===== config.mk =====
export PLATFORM = sky130hd
export DESIGN_NAME = mac_vec_acc
export DESIGN_NICKNAME = d
export VERILOG_FILES = /design/src/rtl/mac_vec_acc.sv
export SDC_FILE = /design/constraint.sdc
export NUM_CORES = 2
export LEC_CHECK = 0
export ABC_AREA = 1
export CORE_MARGIN = 8
export CORE_UTILIZATION = 55
export DETAILED_ROUTE_END_ITERATION = 7
export PLACE_DENSITY_LB_ADDON = 0.1
export SLEW_MARGIN = 10
export SYNTH_ARGS = -nofsm -noshare
export SYNTH_HDL_FRONTEND = slang
export SYNTH_SLANG_ARGS = --single-unit
export TNS_END_PERCENT = 5

===== constraint.sdc =====
create_clock -name clk_in -period 3.9 [get_ports clk_in]
set_clock_uncertainty 0.1 [all_clocks]
set_input_delay 1.17 -clock clk_in [delete_from_list [all_inputs] [get_ports clk_in]]
set_output_delay 1.17 -clock clk_in [all_outputs]
set_load 0.01 [all_outputs]

===== src/rtl/mac_vec_acc.sv =====
// Streaming vector multiply-accumulate: LANES products per beat, summed over DEPTH beats
// plus a bias, then requantized with optional rounding and saturation.
module mac_vec_acc #(
    parameter int LANES = 4,
    parameter int DEPTH = 4,
    parameter int IW_M  = 4,
    parameter int QW_M  = 8,
    parameter int IW_X  = 4,
    parameter int QW_X  = 8,
    parameter int IW_B  = 4,
    parameter int QW_B  = 8,
    parameter int IW_Y  = 4,
    parameter int QW_Y  = 8,
    parameter int ROUND = 1,
    parameter int SAT   = 1
) (
    input  logic                               clk_in,
    input  logic                               rst_n_in,
    input  logic [LANES*(IW_M+QW_M)-1:0]       m_in,
    input  logic [LANES*(IW_X+QW_X)-1:0]       x_in,
    input  logic [IW_B+QW_B-1:0]               b_in,
    input  logic                               in_valid,
    output logic                               in_ready,
    output logic [IW_Y+QW_Y-1:0]               y_out,
    output logic                               out_valid,
    input  logic                               out_ready,
    output logic                               out_ovf
);

    localparam int WL_M  = IW_M + QW_M;
    localparam int WL_X  = IW_X + QW_X;
    localparam int WL_B  = IW_B + QW_B;
    localparam int WL_Y  = IW_Y + QW_Y;
    localparam int IW_P  = IW_M + IW_X;
    localparam int QW_P  = QW_M + QW_X;
    localparam int WP    = IW_P + QW_P;
    localparam int LG    = $clog2(LANES * DEPTH);
    localparam int IW_A0 = IW_P + LG;
    localparam int IW_A  = ((IW_A0 > IW_B) ? IW_A0 : IW_B) + 1;
    localparam int QW_A  = (QW_P > QW_B) ? QW_P : QW_B;
    localparam int WA    = IW_A + QW_A;
    localparam int SH_P  = QW_A - QW_P;
    localparam int SH_B  = QW_A - QW_B;
    localparam int CW    = (DEPTH > 1) ? $clog2(DEPTH) : 1;
    localparam int DROP  = (QW_A > QW_Y) ? (QW_A - QW_Y) : 0;
    localparam int PAD   = (QW_Y > QW_A) ? (QW_Y - QW_A) : 0;
    localparam int RND_SH = (DROP > 0) ? (DROP - 1) : 0;
    localparam int WT0   = WA + 1 + PAD;
    localparam int WT    = (WT0 > WL_Y + 1) ? WT0 : (WL_Y + 1);

    // Align the accumulator's binary point to the output's; the extra headroom bit
    // absorbs the rounding increment so it can never wrap.
    function automatic logic signed [WT-1:0] round_shift(input logic signed [WA-1:0] a);
        logic signed [WT-1:0] t;
        t = WT'(a);
        if (ROUND != 0 && DROP > 0)
            t = t + (WT'(1) <<< RND_SH);
        t = t >>> DROP;
        t = t <<< PAD;
        return t;
    endfunction

    // Returns {overflow, value}; on overflow either clamp or keep the low bits.
    function automatic logic [WL_Y:0] clamp(input logic signed [WT-1:0] t);
        logic signed [WT-1:0] ymax;
        logic signed [WT-1:0] ymin;
        logic [WL_Y:0]        r;
        ymax = (WT'(1) <<< (WL_Y - 1)) - WT'(1);
        ymin = -(WT'(1) <<< (WL_Y - 1));
        if (t > ymax)
            r = (SAT != 0) ? {1'b1, ymax[WL_Y-1:0]} : {1'b1, t[WL_Y-1:0]};
        else if (t < ymin)
            r = (SAT != 0) ? {1'b1, ymin[WL_Y-1:0]} : {1'b1, t[WL_Y-1:0]};
        else
            r = {1'b0, t[WL_Y-1:0]};
        return r;
    endfunction

    logic en;
    logic accept;
    assign en       = !out_valid || out_ready;
    assign in_ready = en;
    assign accept   = in_valid && en;

    logic [CW-1:0] beat;
    logic          first_c;
    logic          last_c;
    assign first_c = (beat == '0);
    assign last_c  = (beat == CW'(DEPTH - 1));

    logic signed [WP-1:0] prod_c [LANES];
    logic signed [WA-1:0] bias_c;
    always_comb begin
        for (int i = 0; i < LANES; i++)
            prod_c[i] = WP'($signed(m_in[i*WL_M +: WL_M])) * WP'($signed(x_in[i*WL_X +: WL_X]));
        bias_c = WA'($signed(b_in[WL_B-1:0])) <<< SH_B;
    end

    // Stage 1: lane products, beat position flags and aligned bias
    logic signed [WP-1:0] prod_p1 [LANES];
    logic signed [WA-1:0] bias_p1;
    logic                 vld_p1, first_p1, last_p1;

    always_ff @(posedge clk_in) begin
        if (accept) begin
            prod_p1 <= prod_c;
            bias_p1 <= bias_c;
        end
    end

    always_ff @(posedge clk_in or negedge rst_n_in) begin
        if (!rst_n_in) begin
            beat     <= '0;
            vld_p1   <= 1'b0;
            first_p1 <= 1'b0;
            last_p1  <= 1'b0;
        end else if (en) begin
            if (accept)
                beat <= last_c ? '0 : beat + 1'b1;
            vld_p1   <= in_valid;
            first_p1 <= first_c;
            last_p1  <= last_c;
        end
    end

    // Stage 2: lane reduction
    logic signed [WA-1:0] tree_c;
    always_comb begin
        tree_c = '0;
        for (int i = 0; i < LANES; i++)
            tree_c = tree_c + (WA'(prod_p1[i]) <<< SH_P);
    end

    logic signed [WA-1:0] tree_p2;
    logic signed [WA-1:0] bias_p2;
    logic                 vld_p2, first_p2, last_p2;

    always_ff @(posedge clk_in) begin
        if (en) begin
            tree_p2 <= tree_c;
            bias_p2 <= bias_p1;
        end
    end

    always_ff @(posedge clk_in or negedge rst_n_in) begin
        if (!rst_n_in) begin
            vld_p2   <= 1'b0;
            first_p2 <= 1'b0;
            last_p2  <= 1'b0;
        end else if (en) begin
            vld_p2   <= vld_p1;
            first_p2 <= first_p1;
            last_p2  <= last_p1;
        end
    end

    // Stage 3: accumulate across beats; vld_p3 marks a completed vector
    logic signed [WA-1:0] acc_p3;
    logic                 vld_p3;

    always_ff @(posedge clk_in or negedge rst_n_in) begin
        if (!rst_n_in) begin
            acc_p3 <= '0;
            vld_p3 <= 1'b0;
        end else if (en) begin
            vld_p3 <= vld_p2 && last_p2;
            if (vld_p2)
                acc_p3 <= (first_p2 ? bias_p2 : acc_p3) + tree_p2;
        end
    end

    // Output stage: requantize and hold until downstream takes it
    always_ff @(posedge clk_in or negedge rst_n_in) begin
        if (!rst_n_in) begin
            out_valid <= 1'b0;
            out_ovf   <= 1'b0;
            y_out     <= '0;
        end else if (en) begin
            out_valid <= vld_p3;
            if (vld_p3)
                {out_ovf, y_out} <= clamp(round_shift(acc_p3));
        end
    end

endmodule


# Word-level counts from Yosys, hierarchy flattened
# Cells that the tools add are included.
# totals
in_bits	112
regBits	201
word_cells	46
output_inout_bits	15
# classes
multipliers	4
n_reduce_logical	8
n_addsub	6
n_eq_ne	1
mux	6
magnitude_cmp	2
# ops
operator	n
$mul 12x12->24	4
$mux 30	2
$add 29x9->30 const B	1
$add 29x29->29	1
$mux 29	1
$add 26x24->27	1
$add 25x24->26	1
$mux 13	2
$add 24x24->25	1
$gt 22x12->1 const B	1
$lt 22x12->1 const B	1
$reduce_and 2->1	3
$add 2x1->2 const B	1
$eq 2x2->1 const B	1
$logic_and 1x1->1	2
$logic_not 2->1	1
$mux 2	1
$logic_not 1->1	1
$logic_or 1x1->1	1

# Depth between registers and ports, before layout
# logic_depth
word_depth	6
mapped_depth	23
ltp_nobuf	22

# Worst setup path after synthesis
# No wires, ideal clock.
# synth_path
kind	input port to flip-flop
start	in m_in[47]
end	reg prod_p1[23] (netlist bit) (data pin)
stages	18
path_buffers	1
required_time_ps	3537
setup_time_ps	263
slack_ps	-2079
arrival_time_ps	5616
cell_sequence	clkbuf_1 > nand2_1 > inv_1 > fa_1 > ha_1 > inv_1 > fa_1 > inv_1 > fa_1 > inv_1 > fa_1 > inv_1 > ha_1 > inv_1 > nor3_1 > nand4_1 > o221ai_1 > xor2_1
# synth_lines
element	line	text
start: declaration	19	input logic [LANES*(IW_M+QW_M)-1:0] m_in,
end signal: assignment	106	prod_p1 <= prod_c;
end: declaration	100	logic signed [WP-1:0] prod_p1 [LANES];

==> results_dict.tcl <==
set metrics [dict create \
    reg2reg_depth 11 \
    rsz0062_at_grt "true" \
    cp-end-kind "flop" \
    grt_antenna_before_repair 0 \
    drt_iter0_markers 1693 \
    clock_latency_ps 450 \
    start_util 0.5548 \
    worst-setup-path-type "input port to flop" \
    fin_crit_sh 1.392 \
    period_needed_ps 5428 \
    cts_sinks 199 \
    setup_viol 72 \
    numCtsBuffers 17 \
    timing.final.max_slew_violations 0 \
    first_global_vias 29530 \
    worstMarginPinSlew_ps 790.7 \
    synth_flop_cell "edfxtp_1" \
    critPathMaxFanout 5 \
    synth_top_area_cell "fa_1" \
    start_kind "input port" \
    slew_headroom 0.4709 \
    grt-ovfl-total 0 \
    ys_ff_latch 199 \
    clock.fmax_mhz 184.2 \
    syn_to_final_growth_pct 29.99 \
    htreeDepth 4 \
    syn-cell-area_sq_um 33360 \
    root_buffer "clkbuf_16" \
    run_status "finished with violations" \
    synthTopCellsByArea "fa_1 (36%), edfxtp_1 (13%), inv_1 (11%)" \
    hold_path_class "flop to flop" \
    drive_gt1_frac 0.2670 \
    dp_slack_ps -2436 \
    synth_top_area_frac 0.3613 \
    grt_pass1_wl_microns 147600 \
    io_buffers 126 \
    async_reset_ff_frac 0.2613 \
    yosys_warnings 0 \
    avgViaCountPerCell 5.134 \
    arrival_ps 5520 \
    path_clk_slew_ps 80 \
    drv_cap 0 \
    ant_nets 0 \
    ios 127 \
    placed_cells 5126 \
    fp.coreArea_sq_um 60130 \
    synth_cell_types 41 \
    syn_area_per_cell_sq_um 8.554 \
    wl_per_cell_microns 16.67 \
    synthCells 3900 \
    vias 27280 \
    fillers 4532 \
    hold_ws_ps 319.7 \
    firstDrtPassIters 6 \
    synth_nets 4875 \
    die_h_microns 262.3 \
    ys_seq_area_frac 0.1713 \
    drt-met1-wl_microns 37320 \
    rows 90 \
    grt_max_degree 51 \
    nets 5493 \
    synth.most_common_cell "inv_1" \
    fp.dieArea_sq_um 68790 \
    critical_path_required_ps 4000 \
    regArea_sq_um 5715 \
    place_hpwl_microns 69600 \
    top_layer "met4" \
    die_w_microns 262.3 \
    n_antenna_cell 0 \
    multi_input_area_sq_um 25880 \
    hold_viol_final 0 \
    cts_tree "built" \
    grt_usage 0.2619 \
    wl_met2_microns 44640 \
    netlist_top_cells_count "inv_1 (982), nand2_1 (926), fa_1 (602)" \
    setup_ws_ps -1528 \
    violations "negative setup slack" \
    fin_cells 5313 \
    hold_buffers 0 \
    synth_edf_count 147 \
    wl_met3_microns 3990 \
    holdPathStages 0 \
    gp_congestion 0.9433 \
    cts_buffer_depth 2 \
    wl_microns 88580 \
    setup_tns_ps -86040 \
    drc 0 \
]
cells by family after synthesis:
kind of cell	share of synthesized area
fa+ha+maj	0.4592
compound gates	0.05457
simple gates	0.1511
flops	0.1713
buf+inv	0.1237
xor+xnor	0.04017
placed cells by master (no fill, tap or decap), types with 52 or more instances in the layout:
| master | count |
|---|---|
| buf_4 | 454 |
| o21ai_0 | 93 |
| fa_1 | 552 |
| nand3_1 | 63 |
| xnor2_1 | 52 |
| ha_1 | 173 |
| inv_2 | 92 |
| buf_6 | 102 |
| nand2_2 | 78 |
| edfxtp_1 | 147 |
| xor2_1 | 96 |
| nor2_1 | 141 |
| nand2_1 | 818 |
| ha_4 | 79 |
| a21oi_1 | 89 |
| inv_1 | 884 |
| dfrtp_1 | 52 |
per-layer routing:
metal | vias to the layer above | global-route usage
met5 | - | 0
met4 | 0 | 0.07756
met3 | 168 | 0.02544
met2 | 737 | 0.4618
met1 | 13480 | 0.3410
li1 | 12890 | -
area by class of cell:
type	count	share of cell area
multi-input cells	2608	0.5967
well taps	782	0.02256
clock buffers	18	0.009897
flip-flops and latches	199	0.1318
inverters	982	0.08541
repair buffers	710	0.1511
clock inverters	14	0.002510
final timing paths:
| path | start | end | slack [ps] |
|---|---|---|---|
| worst max-delay path | m_in[19] | prod_p1[69]$_DFFE_PP_ | -1530 |
| worst min-delay path | bias_p1[18]$_DFFE_PP_ | bias_p2[18]$_DFFE_PN_ | 320 |
| worst max register to register | prod_p1[1]$_DFFE_PP_ | tree_p2[13]$_DFFE_PN_ | 270 |
| worst min register to register | bias_p1[18]$_DFFE_PP_ | bias_p2[18]$_DFFE_PN_ | 320 |
| max in group asynchronous | rst_n_in | acc_p3[23]$_DFFE_PN0P_ | 2610 |
| min in group asynchronous | rst_n_in | acc_p3[5]$_DFFE_PN0P_ | 470 |
sequential cells by signal, indices dropped and copies added (netlist names):
register   flops
last_p1        1
bias_p1       12
out_ovf        1
vld_p3         1
bias_p2       12
acc_p3        29
vld_p1         1
y_out         12
prod_p1       96
beat           2
out_valid      1
first_p1       1
last_p2        1
vld_p2         1
tree_p2       27
first_p2       1
worst max-delay path, cell delays in order:
cell           delay (ps)
dlygate4sd2_1         240
buf_6                 130
buf_12                130
nand2_2                90
fa_2                  450
fa_1                  500
fa_1                  530
inv_2                  40
fa_1                  530
inv_1                  50
fa_1                  490
inv_2                  50
ha_4                  240
nand2_2                90
inv_2                  50
a21oi_2               150
o21ai_1                90
buf_4                 150
nand2_1                80
o2111ai_2             110
xor2_1                160
per-stage QoR:
| step | utilization | cell area [sq um] |
|---|---|---|
| CTS | 0.7105 | 42720 |
| global route | 0.7211 | 43360 |
| floorplan | - | 34410 |
| global placement | 0.6551 | 39400 |
| detailed placement | 0.6551 | 39400 |
| finish | 0.7211 | 43360 |
repair_timing:
item,CTS,global route
gates resized for setup,727,214
pin swaps,280,180
setup buffers,116,16
endpoints found under the setup margin,77,77
gates cloned,25,0
Power is left out: the tool's default activity adds up to more than one toggle a clock period on the data nets, which glitch-free logic cannot reach.
